## src/rtl/csr_cpuif_arbiter.sv

```systemverilog
// Two-requester round-robin arbiter in front of a single CSR cpuif port.
// Ports: clk/rst; per requester mN_req/_is_wr/_addr/_wr_data/_wr_biten in,
//   mN_stall/_rsp_valid/_rsp_err/_rd_data out; cpuif_* request out,
//   cpuif_rd_ack/_rd_err/_rd_data/_wr_ack/_wr_err completion in.
module csr_cpuif_arbiter #(
  parameter int ADDR_WIDTH     = 3,
  parameter int DATA_WIDTH     = 32,
  parameter int TIMEOUT_CYCLES = 16
) (
  input  logic                  clk,
  input  logic                  rst,

  input  logic                  m0_req,
  input  logic                  m0_req_is_wr,
  input  logic [ADDR_WIDTH-1:0] m0_addr,
  input  logic [DATA_WIDTH-1:0] m0_wr_data,
  input  logic [DATA_WIDTH-1:0] m0_wr_biten,
  output logic                  m0_stall,
  output logic                  m0_rsp_valid,
  output logic                  m0_rsp_err,
  output logic [DATA_WIDTH-1:0] m0_rd_data,

  input  logic                  m1_req,
  input  logic                  m1_req_is_wr,
  input  logic [ADDR_WIDTH-1:0] m1_addr,
  input  logic [DATA_WIDTH-1:0] m1_wr_data,
  input  logic [DATA_WIDTH-1:0] m1_wr_biten,
  output logic                  m1_stall,
  output logic                  m1_rsp_valid,
  output logic                  m1_rsp_err,
  output logic [DATA_WIDTH-1:0] m1_rd_data,

  output logic                  cpuif_req,
  output logic                  cpuif_req_is_wr,
  output logic [ADDR_WIDTH-1:0] cpuif_addr,
  output logic [DATA_WIDTH-1:0] cpuif_wr_data,
  output logic [DATA_WIDTH-1:0] cpuif_wr_biten,

  input  logic                  cpuif_rd_ack,
  input  logic                  cpuif_rd_err,
  input  logic [DATA_WIDTH-1:0] cpuif_rd_data,
  input  logic                  cpuif_wr_ack,
  input  logic                  cpuif_wr_err
);

  typedef enum logic [1:0] {
    S_IDLE,
    S_ISSUE,
    S_WAIT,
    S_RESP
  } state_t;

  localparam logic [7:0] TMO_LAST = 8'(TIMEOUT_CYCLES - 1);

  state_t                state_q, state_d;
  logic                  last_q, last_d;
  logic                  gnt_q, gnt_d;
  logic                  wr_q, wr_d;
  logic [ADDR_WIDTH-1:0] addr_q, addr_d;
  logic [DATA_WIDTH-1:0] wdata_q, wdata_d;
  logic [DATA_WIDTH-1:0] biten_q, biten_d;
  logic [7:0]            cnt_q, cnt_d;
  logic                  err_q, err_d;
  logic [DATA_WIDTH-1:0] rdata_q, rdata_d;

  logic                  grant;
  logic                  done;
  logic [7:0]            cnt_inc;
  logic                  tmo;

  // On a tie, the requester not served last time wins.
  assign grant = (m0_req && m1_req) ? ~last_q : m1_req;

  // Only the ack matching the latched access type completes it.
  assign done = wr_q ? cpuif_wr_ack : cpuif_rd_ack;

  // Timeout fires on the cycle the counter steps onto its last value.
  assign cnt_inc = cnt_q + 8'd1;
  assign tmo     = (cnt_inc == TMO_LAST);

  always_ff @(posedge clk or posedge rst) begin
    if (rst) begin
      state_q <= S_IDLE;
      last_q  <= 1'b1;
      gnt_q   <= 1'b0;
      wr_q    <= 1'b0;
      addr_q  <= '0;
      wdata_q <= '0;
      biten_q <= '0;
      cnt_q   <= '0;
      err_q   <= 1'b0;
      rdata_q <= '0;
    end else begin
      state_q <= state_d;
      last_q  <= last_d;
      gnt_q   <= gnt_d;
      wr_q    <= wr_d;
      addr_q  <= addr_d;
      wdata_q <= wdata_d;
      biten_q <= biten_d;
      cnt_q   <= cnt_d;
      err_q   <= err_d;
      rdata_q <= rdata_d;
    end
  end

  always_comb begin
    state_d = state_q;
    last_d  = last_q;
    gnt_d   = gnt_q;
    wr_d    = wr_q;
    addr_d  = addr_q;
    wdata_d = wdata_q;
    biten_d = biten_q;
    cnt_d   = cnt_q;
    err_d   = err_q;
    rdata_d = rdata_q;

    unique case (state_q)
      S_IDLE: begin
        if (m0_req || m1_req) begin
          gnt_d   = grant;
          last_d  = grant;
          cnt_d   = '0;
          state_d = S_ISSUE;
          if (grant) begin
            wr_d    = m1_req_is_wr;
            addr_d  = m1_addr;
            wdata_d = m1_wr_data;
            biten_d = m1_wr_biten;
          end else begin
            wr_d    = m0_req_is_wr;
            addr_d  = m0_addr;
            wdata_d = m0_wr_data;
            biten_d = m0_wr_biten;
          end
        end
      end

      S_ISSUE, S_WAIT: begin
        cnt_d = cnt_inc;
        if (done) begin
          err_d   = wr_q ? cpuif_wr_err : cpuif_rd_err;
          rdata_d = wr_q ? '0 : cpuif_rd_data;
          state_d = S_RESP;
        end else if (tmo) begin
          err_d   = 1'b1;
          rdata_d = '0;
          state_d = S_RESP;
        end else begin
          state_d = S_WAIT;
        end
      end

      S_RESP: begin
        state_d = S_IDLE;
      end

      default: begin
        state_d = S_IDLE;
      end
    endcase
  end

  assign m0_stall = m0_req && !(state_q == S_IDLE && !grant);
  assign m1_stall = m1_req && !(state_q == S_IDLE && grant);

  assign cpuif_req       = (state_q == S_ISSUE);
  assign cpuif_req_is_wr = wr_q;
  assign cpuif_addr      = addr_q;
  assign cpuif_wr_data   = wdata_q;
  assign cpuif_wr_biten  = biten_q;

  assign m0_rsp_valid = (state_q == S_RESP) && !gnt_q;
  assign m1_rsp_valid = (state_q == S_RESP) && gnt_q;

  assign m0_rsp_err = m0_rsp_valid && err_q;
  assign m1_rsp_err = m1_rsp_valid && err_q;
  assign m0_rd_data = m0_rsp_valid ? rdata_q : '0;
  assign m1_rd_data = m1_rsp_valid ? rdata_q : '0;

endmodule

```

## config.mk

```make
export PLATFORM = sky130hd
export DESIGN_NAME = csr_cpuif_arbiter
export DESIGN_NICKNAME = d
export VERILOG_FILES = /design/src/rtl/csr_cpuif_arbiter.sv
export SDC_FILE = /design/constraint.sdc
export NUM_CORES = 1
export LEC_CHECK = 0
export ABC_AREA = 1
export BUFFER_PORTS_ARGS = -buffer_cell sky130_fd_sc_hd__buf_2
export CAP_MARGIN = 20
export CORE_AREA = 2 2 121 123
export DETAILED_ROUTE_END_ITERATION = 16
export DIE_AREA = 0 0 123 125
export HOLD_SLACK_MARGIN = 0.1
export PLACE_DENSITY = 0.76
export SYNTH_ARGS = -nofsm -noshare
export SYNTH_HDL_FRONTEND = slang
export SYNTH_SLANG_ARGS = --single-unit
export TNS_END_PERCENT = 10
```

## constraint.sdc

```tcl
create_clock -name clk -period 3.85 [get_ports clk]
set_clock_uncertainty 0.1 [all_clocks]
set_input_delay 0.5775 -clock clk [delete_from_list [all_inputs] [get_ports clk]]
set_output_delay 0.5775 -clock clk [all_outputs]
set_load 0.05 [all_outputs]
```

Word level (Yosys, flattened, before mapping)

Cells that the tools add are included.

Output and inout port bits: 139
Word-level logic and storage cells: 58
Register bits after elaboration: 113
Input port bits: 176

Reductions and logical operators: 21
Equal/unequal tests: 5
Bitwise logic cells: 1
$add $sub $neg: 1
Muxes and demuxes: 20

Operators by type and width:

| cell                                                             | count |
|---|---|
| 32-bit two-way mux                                               | 7 |
| 8-bit one-hot mux with 2 select lines                            | 1 |
| 1-bit logical AND                                                | 9 |
| 8-bit by 1-bit adder with 8-bit output (second input constant)   | 1 |
| 8-bit by 4-bit == test with 1-bit output (second input constant) | 1 |
| 1-bit two-way mux                                                | 8 |
| 8-bit two-way mux                                                | 1 |
| 2-bit one-hot mux with 3 select lines                            | 1 |
| 2-bit AND reduction                                              | 3 |
| 2-bit == test (second input constant)                            | 2 |
| 1-bit logical NOT                                                | 4 |
| 2-bit nonzero test                                               | 2 |
| 3-bit two-way mux                                                | 1 |
| 2-bit by 1-bit == test with 1-bit output (second input constant) | 1 |
| 2-bit logical NOT                                                | 1 |
| 2-bit two-way mux                                                | 1 |
| 2-bit inequality test (second input constant)                    | 1 |
| 2-bit OR reduction                                               | 1 |
| 1-bit logical OR                                                 | 1 |
| 1-bit inverter                                                   | 1 |

Logic depth before layout (Yosys ltp)

Gate-level depths: netlist of the first run.

Depth after elaboration: 6
Gate-level depth with buffers: 12
Gate-level depth less buffers: 11

Least setup slack after synthesis of the first run

OpenSTA, ideal clock, no wires.

Path kind: reg2out
Start point: register state_q[0]
End point: output port m0_rd_data[10]
Path buffers: 1
Slack: 0.777 ns
Arrival time: 2.395 ns
Stages on the path, launching flop included: 7
Required time: 3.172 ns
Cell sequence: dfrtp_1 > ha_1 > inv_1 > nor2_1 > inv_1 > buf_1 > nor2_1

Word-level cells in the longest chain between the ends: 3

Ends and longest elaborated chain:

| element                  | RTL line | RTL |
|---|---|---|
| start: declaration       | 55       | `state_t state_q, state_d;` |
| start signal: assignment | 94       | `state_q <= state_d;` |
| 2-bit == test            | 174      | `assign m0_rsp_valid = (state_q == S_RESP) && !gnt_q;` |
| 1-bit logical AND        | 174      |  |
| net m0_rsp_valid         | 19       | `output logic m0_rsp_valid,` |
| 32-bit two-way mux       | 179      | `assign m0_rd_data = m0_rsp_valid ? rdata_q : '0;` |
| end: declaration         | 21       | `output logic [DATA_WIDTH-1:0] m0_rd_data,` |

The timed path passes the listed nets, and every way through them passes these cells.

Final worst setup path of the first run

Start point: register state_q[0]
End point: output port m0_rd_data[3]

Word-level cells in the longest chain between the ends: 3

Ends and longest elaborated chain:

| element            | RTL line |
|---|---|
| 2-bit == test      | 174 |
| 1-bit logical AND  | 174 |
| 32-bit two-way mux | 179 |

Every way passes these cells.

==> results of run 1 <==
[layout by cell type, fill, tap and decap left out, types with 4 or more instances in the layout]
cell	n
buf_4	9
dfrtp_1	112
o21ai_0	136
ha_1	5
nand2_1	156
nor2_1	143
nand3_1	41
nand2_2	7
buf_2	314
o21ai_1	7
inv_1	55
clkbuf_16	17
a21oi_1	4
clkinv_2	5
[power by group through the flow]
| stage | sequential [mW] | clock [mW] | combinational, mW |
|---|---|---|---|
| floorplan | 3.30 | 0 | 1.95 |
| global placement | 2.08 | 0 | 4.08 |
| detailed placement | 2.09 | 0 | 4.15 |
| CTS | 2.09 | 1.53 | 4.14 |
| global route | 2.16 | 1.60 | 4.49 |
| finish | 2.09 | 1.50 | 4.14 |
[final cells by class]
type	instances	area (um2)
Fill cell	1383	6400
Sequential cell	113	2830
Multi-Input combinational cell	513	2290
Timing Repair Buffer	324	1670
Clock buffer	22	474
Tap cell	184	230
Inverter	59	224
Clock inverter	7	85.1
Antenna cell	2	5.00
[flip-flops by register name (all words and copies together) (netlist names)]
signal,cells
cnt_q,8
cpuif_addr,3
cpuif_req_is_wr,1
cpuif_wr_biten,32
cpuif_wr_data,32
err_q,1
gnt_q,1
last_q,1
rdata_q,32
state_q,2
[routing by layer]
layer,vias up,track usage [%]
met5,-,0
met4,0,7.82
met3,25,7.53
met2,247,38.4
met1,2745,26.8
li1,2915,-
[logic make-up after synthesis]
family	count (synthesis)	share of synthesized area, %
flip-flops	113	51.0
adder cells (fa/ha/maj)	5	1.13
AND/OR/NAND/NOR	354	25.6
buffers and inverters	103	7.76
AO/OA/AOI/OAI	154	14.5
[synth_stat cells, types with 2 or more instances]
library cell	n
buf_6	2
dfrtp_1	112
nor2_2	2
a21oi_1	4
o22ai_1	3
clkbuf_1	30
buf_1	3
inv_2	2
nand3_1	41
inv_1	56
o21ai_0	136
ha_1	5
nor2_1	143
nand2_2	6
nand2_1	157
a21oi_4	2
nand4_1	2
buf_2	6
o21ai_1	7
[worst max-delay path by stage]
stage | start | end
after floorplan | rst | cnt_q[0]$_DFFE_PP0P_
after global placement | state_q[0]$_DFFE_PP0P_ | m1_rd_data[18]
after detailed placement | m0_req | cpuif_wr_biten[11]$_DFFE_PP0P_
after CTS | state_q[0]$_DFFE_PP0P_ | m0_rd_data[20]
after global routing | state_q[0]$_DFFE_PP0P_ | m0_rd_data[3]
final | state_q[0]$_DFFE_PP0P_ | m0_rd_data[3]
[worst max-delay path, cell delays in order (launching register included)]
cell and delay (ps):
dfrtp_1 400, ha_1 220, inv_1 70, nor2_1 50, inv_1 710, nor2_1 100, buf_2 250
[stage by stage]
| stage | util [%] | cell area (um2) | total power, mW | setup slack, ps | hold slack, ps |
|---|---|---|---|---|---|
| final | 54.9 | 7800 | 7.73 | 941 | 192 |
| after global routing | 54.9 | 7800 | 8.25 | 749 | 259 |
| after CTS | 54.7 | 7770 | 7.76 | 938 | 221 |
| after detailed placement | 50.8 | 7210 | 6.23 | 1360 | 358 |
| after global placement | 50.8 | 7210 | 6.16 | 1430 | 354 |
| after floorplan | - | 5540 | 5.25 | 187 | 342 |
==> results.cfg, run 1 <==
[global_route]
globalRoute.totalOverflow = 0
grt_pass1_vias = 5599
grt_max_degree = 70
grt_use_total_pct = 22.7
grt_pass1_wl_mm = 27.4
antenna_found_initial = 2

[synth]
yosysUniqueCellTypes = 29
synth_area_leaders = dfrtp_1 51%, o21ai_0 12%, nand2_1 11%
synth-main-ff-cell = dfrtp_1
avgSynthCellArea_um2 = 7.61
netlist_instances = 729
seq_area_frac_synth_pct = 51.0
synth_area_um2 = 5540
synth_area_leader_cell = dfrtp_1
yosys_warnings = 0
synth_top_cell_area_share_pct = 50.6
synth-async-reset-ratio_pct = 100
syn-num-nets = 910
ys_ff_latch = 113
synth_edf_count = 0

[drt]
avgRoutedWirePerCell_um = 14.2
top_layer = met4
drt-met1-wl_mm = 6.91
drc_errors = 0
drtIter0Drc = 322
routed_wl_mm = 17.3
met2_length_mm = 8.64
dr.pass1.iters = 4
viasPerCell = 4.85
antenna_left = 0
vias = 5932
wl_met3_mm = 1.45

[cts]
cts.sinks = 113
root_buffer = clkbuf_16
h-tree-depth = 4
clk_latency_ps = 410
cts_resized = 0
cts_tree = done
post-cts-setup-buffers = 0
cts_buffer_depth = 2
holdBufCountCts = 0
cts_buffers = 17
path_clk_slew_ps = 50

[worst_setup_path]
cp-start-kind = flip-flop
reg2reg_slack_ps = 1460
crit_arrival_ps = 2230
worstPathMaxFanout = 33
worstSetupEndpointType = output pin
r2r-start = state_q[0]$_DFFE_PP0P_
crit_required_ps = 3170
r2r_end = cnt_q[1]$_DFFE_PP0P_
reg2reg_depth = 6
path_class = reg2out

[sta]
fin_tns_setup_ps = 0
slew_violations = 0
timing.fmax_ghz = 0.344
finalSetupViolCount = 0
relSlewSlack_pct = 33.6
period_needed_ps = 2910
final_hold_viol_count = 0
worst_slew_pin_slew_ps = 995
grt_setup_unrepaired = no
period_share_pct = 75.6

[power_and_ir_drop]
ir_drop_uv = 519
cellPowerDensity_nw_per_um2 = 991
p_clk_share_pct = 19.3
netSwitchingFraction_pct = 52.2
p_leak_nw = 4.31
pwr-share-comb_pct = 53.6
pwr-share-seq_pct = 27.0
switching_power_mw = 4.04
internal_power_mw = 3.69

[floorplanning]
io-pin-count = 315
fp.dieH_um = 125
die_x_um = 123
initial_core_util_pct = 39.0
core_region_area_um2 = 14200
rows = 44
die_area_um2 = 15400

[flow_run]
cap_violations = 0

[place]
dp_hpwl_mm = 12.7
place_congestion = 0.877
port_buffers = 314
dp.cells = 1192

[worst_hold_path]
holdCritPathClass = in2async

[finish]
area_growth_pct = 40.7
nets = 1209
final_layout_size_suffix_gt1_share_pct = 35.5
fin_cells = 1224

[status]
outcome = complete, no violations
(Power assumes the default switching activity.)
==> run 2, diff against run 1 <==
PLACE_DENSITY = 0.73   (was 0.76)
clock period = 3.05 ns   (was 3.85 ns; I/O delays follow)
==> run 2 against run 1 <==
Cell count increased by 0.49%. First-iteration DRC count decreased by 28%. Global-route usage increased by 0.35 points. Total power increased by 27%. Wire length increased by 0.77%. Combinational power increased by 26%. Sequential share of layout area decreased by 0.34 points. Largest cell class unchanged. Largest power group unchanged.
==> results.cfg, run 2 (synthesis gave the netlist of run 1 again) <==
[status]
outcome = complete, no violations

[cts]
cts.sinks = 113
path_clk_slew_ps = 50
cts_buffer_depth = 2
cts_resized = 0
clk_latency_ps = 410
holdBufCountCts = 1
root_buffer = clkbuf_16
cts_buffers = 17
post-cts-setup-buffers = 0
cts_tree = done
h-tree-depth = 4

[finish]
register_area_um2 = 2830
nets = 1210
final_layout_size_suffix_gt1_share_pct = 35.4
fin_cells = 1230
fill_cells = 1412
layout_commonest_cell = buf_2
area_growth_pct = 42.0
final_area_um2 = 7880
multi_input_area_um2 = 2290
layout_common_cells = 314 x buf_2, 156 x nand2_1, 143 x nor2_1

[floorplanning]
core_region_area_um2 = 14200
die_x_um = 123
rows = 44
initial_core_util_pct = 39.0
io-pin-count = 315
fp.dieH_um = 125
die_area_um2 = 15400

[drt]
viasPerCell = 4.79
drc_errors = 0
drtIter0Drc = 231
routed_wl_mm = 17.5
vias = 5895
dr.pass1.iters = 4
avgRoutedWirePerCell_um = 14.2
antenna_left = 0

[power_and_ir_drop]
ir_drop_uv = 632
p_leak_nw = 4.33
cellPowerDensity_nw_per_um2 = 1240

[worst_setup_path]
crit_arrival_ps = 2180
crit_start = state_q[0]$_DFFE_PP0P_
crit_required_ps = 2490
path_class = reg2out
reg2reg_slack_ps = 850
cp-start-kind = flip-flop
reg2reg_depth = 7
r2r_end = cpuif_wr_biten[20]$_DFFE_PP0P_
endpoint = m0_rd_data[26]
worstPathMaxFanout = 33
r2r-start = state_q[1]$_DFFE_PP0P_
worstSetupEndpointType = output pin

[sta]
finalSetupViolCount = 0
relSlewSlack_pct = 37.4
worst_slew_pin_slew_ps = 938
period_share_pct = 89.8
period_needed_ps = 2740
grt_setup_unrepaired = no
final_hold_viol_count = 0
fin_tns_setup_ps = 0
slew_violations = 0
timing.fmax_ghz = 0.365

[place]
port_buffers = 314
dp_hpwl_mm = 12.6
place_congestion = 0.846
dp.cells = 1193
place_area_um2 = 7270

[global_route]
globalRoute.totalOverflow = 0
grt_use_total_pct = 23.0
antenna_found_initial = 6
grt_pass1_wl_mm = 27.6
grt_pass1_vias = 5777
grt_max_degree = 70

[worst_hold_path]
min_from = cpuif_rd_data[20]
holdCritPathClass = in2reg

[flow_run]
cap_violations = 0
==> run 2: how the worst min path moves through the flow <==
stage                                   end  slack (ps)  cells after the start
floorplan                 err_q$_DFFE_PP0P_         340                      2
global placement    rdata_q[22]$_DFFE_PP0P_         350                      2
detailed placement        err_q$_DFFE_PP0P_         360                      2
CTS                 rdata_q[20]$_DFFE_PP0P_         160                      3
global route        rdata_q[20]$_DFFE_PP0P_         170                      3
finish              rdata_q[20]$_DFFE_PP0P_         180                      3
==> run 2: per-stage QoR <==
| stage | utilization, % | hold slack (ps) | total power, mW | setup WS, ps |
|---|---|---|---|---|
| 5_1_grt | 55.4 | 172 | 10.5 | 84.9 |
| 2_1_floorplan | - | 342 | 6.62 | 97.2 |
| 3_3_place_gp | 51.0 | 355 | 7.81 | 801 |
| 6_report | 55.4 | 182 | 9.80 | 312 |
| 3_5_place_dp | 51.2 | 358 | 7.90 | 728 |
| 4_1_cts | 55.4 | 158 | 9.89 | 277 |
==> run 2: routing by layer <==
metal  share of wire (%)  GRT usage, %
met5               0.092             0
met4                 2.3          10.3
met3                 8.6          7.71
met2                  49          38.6
met1                  40          26.5
==> run 2: where the power goes <==
part | leakage, nW | internal (mW) | switching (mW) | total (mW)
registers | 1.41 | 2.23 | 0.408 | 2.64
clock network | 0.290 | 1.30 | 0.643 | 1.94
logic | 2.63 | 1.21 | 4.01 | 5.22
==> run 2: critical path, cell delays in order, from the launching register on <==
cell	delay (ps)
dfrtp_1	410
ha_1	230
inv_1	70
nor2_1	50
inv_1	670
nor2_1	80
buf_2	250
==> run 2: cell type report <==
class                           instances  share of cell area [%]
Antenna cell                            5                   0.159
Clock buffer                           26                    6.47
Clock inverter                          5                   0.953
Inverter                               59                    2.86
Multi-Input combinational cell        513                    29.0
Sequential cell                       113                    35.9
Tap cell                              184                    2.92
Timing Repair Buffer                  325                    21.7
==> run 3, diff against run 2 <==
ABC_AREA = 0   (was 1)
CORE_AREA = 2 2 122 124   (was 2 2 121 123)
DIE_AREA = 0 0 124 126   (was 0 0 123 125)
==> run 3 against run 2 <==
Maximum frequency grew 18%. Core utilization up 0.24 points. Via count decreased by 13%. Final area up 1.2%. Total power is 3.6% lower. Sequential cell count did not move. Global-route usage is 2.6 points lower. Cell count shrank 16%. Combinational power shrank 7.5%. Clock-buffer cell count down 5. Clock power about the same. Largest power group unchanged.
==> results.cfg, run 3 <==
[place]
dp_hpwl_mm = 12.2
place_ws_ps = 715
dp.cells = 1000
port_buffers = 314
place_congestion = 0.804

[worst_setup_path]
slowest_delay_ps = 370
reg2reg_depth = 6
cp_slowest_cell = dfrtp_1
worstSetupEndpointType = output pin
crit_family = buffers and inverters
r2r_end = rdata_q[10]$_DFFE_PP0P_
crit_buf_inv = 2
crit_path_cell_trace = ha_1 -> buf_4 -> and3_1 -> buf_2
path_class = reg2out
crit_arrival_ps = 1770
r2r-start = cnt_q[0]$_DFFE_PP0P_
crit_required_ps = 2490
cp-start-kind = flip-flop
reg2reg_slack_ps = 750
worstPathMaxFanout = 35

[floorplanning]
rows = 44
die_x_um = 124
die_area_um2 = 15600
core_region_area_um2 = 14300
initial_core_util_pct = 39.3
fp.dieH_um = 126
io-pin-count = 315

[drt]
routed_wl_mm = 16.0
viasPerCell = 4.97
drtIter0Drc = 166
vias = 5137
drc_errors = 0
antenna_left = 0
dr.pass1.iters = 4
avgRoutedWirePerCell_um = 15.5

[finish]
final_layout_size_suffix_gt1_share_pct = 43.9
layout_common_cells = 314 x buf_2, 112 x dfrtp_1, 78 x nand2_1
area_growth_pct = 41.6
final_core_utilization_pct = 55.7
nets = 1017
fill_cells = 1329
diodes = 0
layout_commonest_cell = buf_2
fin_cells = 1033

[sta]
timing.fmax_ghz = 0.431
hold_slack_ps = 99.1
fin_ws_ps = 727
period_needed_ps = 2320
worst_slew_pin_slew_ps = 803
fin_tns_setup_ps = 0
period_share_pct = 76.2
relSlewSlack_pct = 46.3
slew_violations = 0
grt_setup_unrepaired = no
final_hold_viol_count = 0
finalSetupViolCount = 0

[synth]
netlist_instances = 539
synth_top_cell_area_share_pct = 49.8
synth.top_cells.by_count = 112 x dfrtp_1, 78 x nand2_1, 76 x o21ai_0
synth_area_leader_cell = dfrtp_1
synth_area_leaders = dfrtp_1 50%, mux2i_1 12%, o21ai_0 6.8%
synth-main-ff-cell = dfrtp_1
ys_ff_latch = 113
synth_most_common_cell = dfrtp_1
synth_area_um2 = 5630
synth-async-reset-ratio_pct = 100
yosysUniqueCellTypes = 44
seq_area_frac_synth_pct = 50.3
syn-num-nets = 720
synth_edf_count = 0
yosys_warnings = 0
avgSynthCellArea_um2 = 10.4

[cts]
clk_latency_ps = 400
cts_tree = done
root_buffer = clkbuf_16
cts_buffers = 17
cts_buffer_depth = 2
cts.sinks = 113
h-tree-depth = 4
cts_resized = 0
post-cts-setup-buffers = 0
path_clk_slew_ps = 50
holdBufCountCts = 0

[global_route]
grt_max_degree = 104
grt_pass1_vias = 4723
globalRoute.totalOverflow = 0
antenna_found_initial = 1
grt_pass1_wl_mm = 24.3
grt_use_total_pct = 20.4

[worst_hold_path]
holdCritPathClass = in2async

[power_and_ir_drop]
p_leak_nw = 4.36
ir_drop_uv = 643
cellPowerDensity_nw_per_um2 = 1190

[status]
outcome = complete, no violations

[flow_run]
cap_violations = 0
[run 3: through the flow]
stage,power [mW],area (um2)
after global routing,10.0,7970
final,9.45,7970
after global placement,7.40,7350
after floorplan,6.29,5630
after CTS,9.50,7940
after detailed placement,7.48,7350
[run 3: how the worst max path moves through the flow]
stage	from	to	slack, ps	cells past startpoint
finish	state_q[0]$_DFFE_PP0P_	m1_rd_data[8]	730	4
global route	state_q[0]$_DFFE_PP0P_	m0_rd_data[28]	550	5
CTS	state_q[0]$_DFFE_PP0P_	m1_rd_data[8]	690	4
detailed placement	state_q[0]$_DFFE_PP0P_	rdata_q[10]$_DFFE_PP0P_	710	4
global placement	state_q[0]$_DFFE_PP0P_	rdata_q[15]$_DFFE_PP0P_	730	4
floorplan	last_q$_DFFE_PP1P_	m1_stall	380	4
[run 3: final cells by class]
cell class,instances,area (um2),share of cell area (%)
flip-flops and latches,113,2830,35.5
inverters,6,26.3,0.330
well taps,184,230,2.89
clock inverters,11,136,1.71
multi-input cells,373,2560,32.2
repair buffers,325,1720,21.6
clock buffers,21,460,5.78
[run 3: power by group]
group          total [mW]  switching (mW)  internal, mW
combinational        4.83            3.52          1.32
sequential           2.64           0.455          2.19
clock                1.97           0.657          1.32
[run 3: metal layers]
metal  wire (um)  global-route usage, %  vias up
li1            -                      -     2536
met1        6240                   23.3     2371
met2        8010                   34.9      213
met3        1560                   7.93       15
met4         183                   6.41        2
met5          13                      0        -
[run 3: logic make-up (layout without fill, tap and decap cells)]
family,Yosys count,after routing,share of synthesized area [%]
buf+inv,53,363,4.56
simple gates,166,166,15.2
fa+ha+maj,5,5,1.11
flops,113,113,50.3
mux,72,72,12.9
compound gates,130,130,16.0
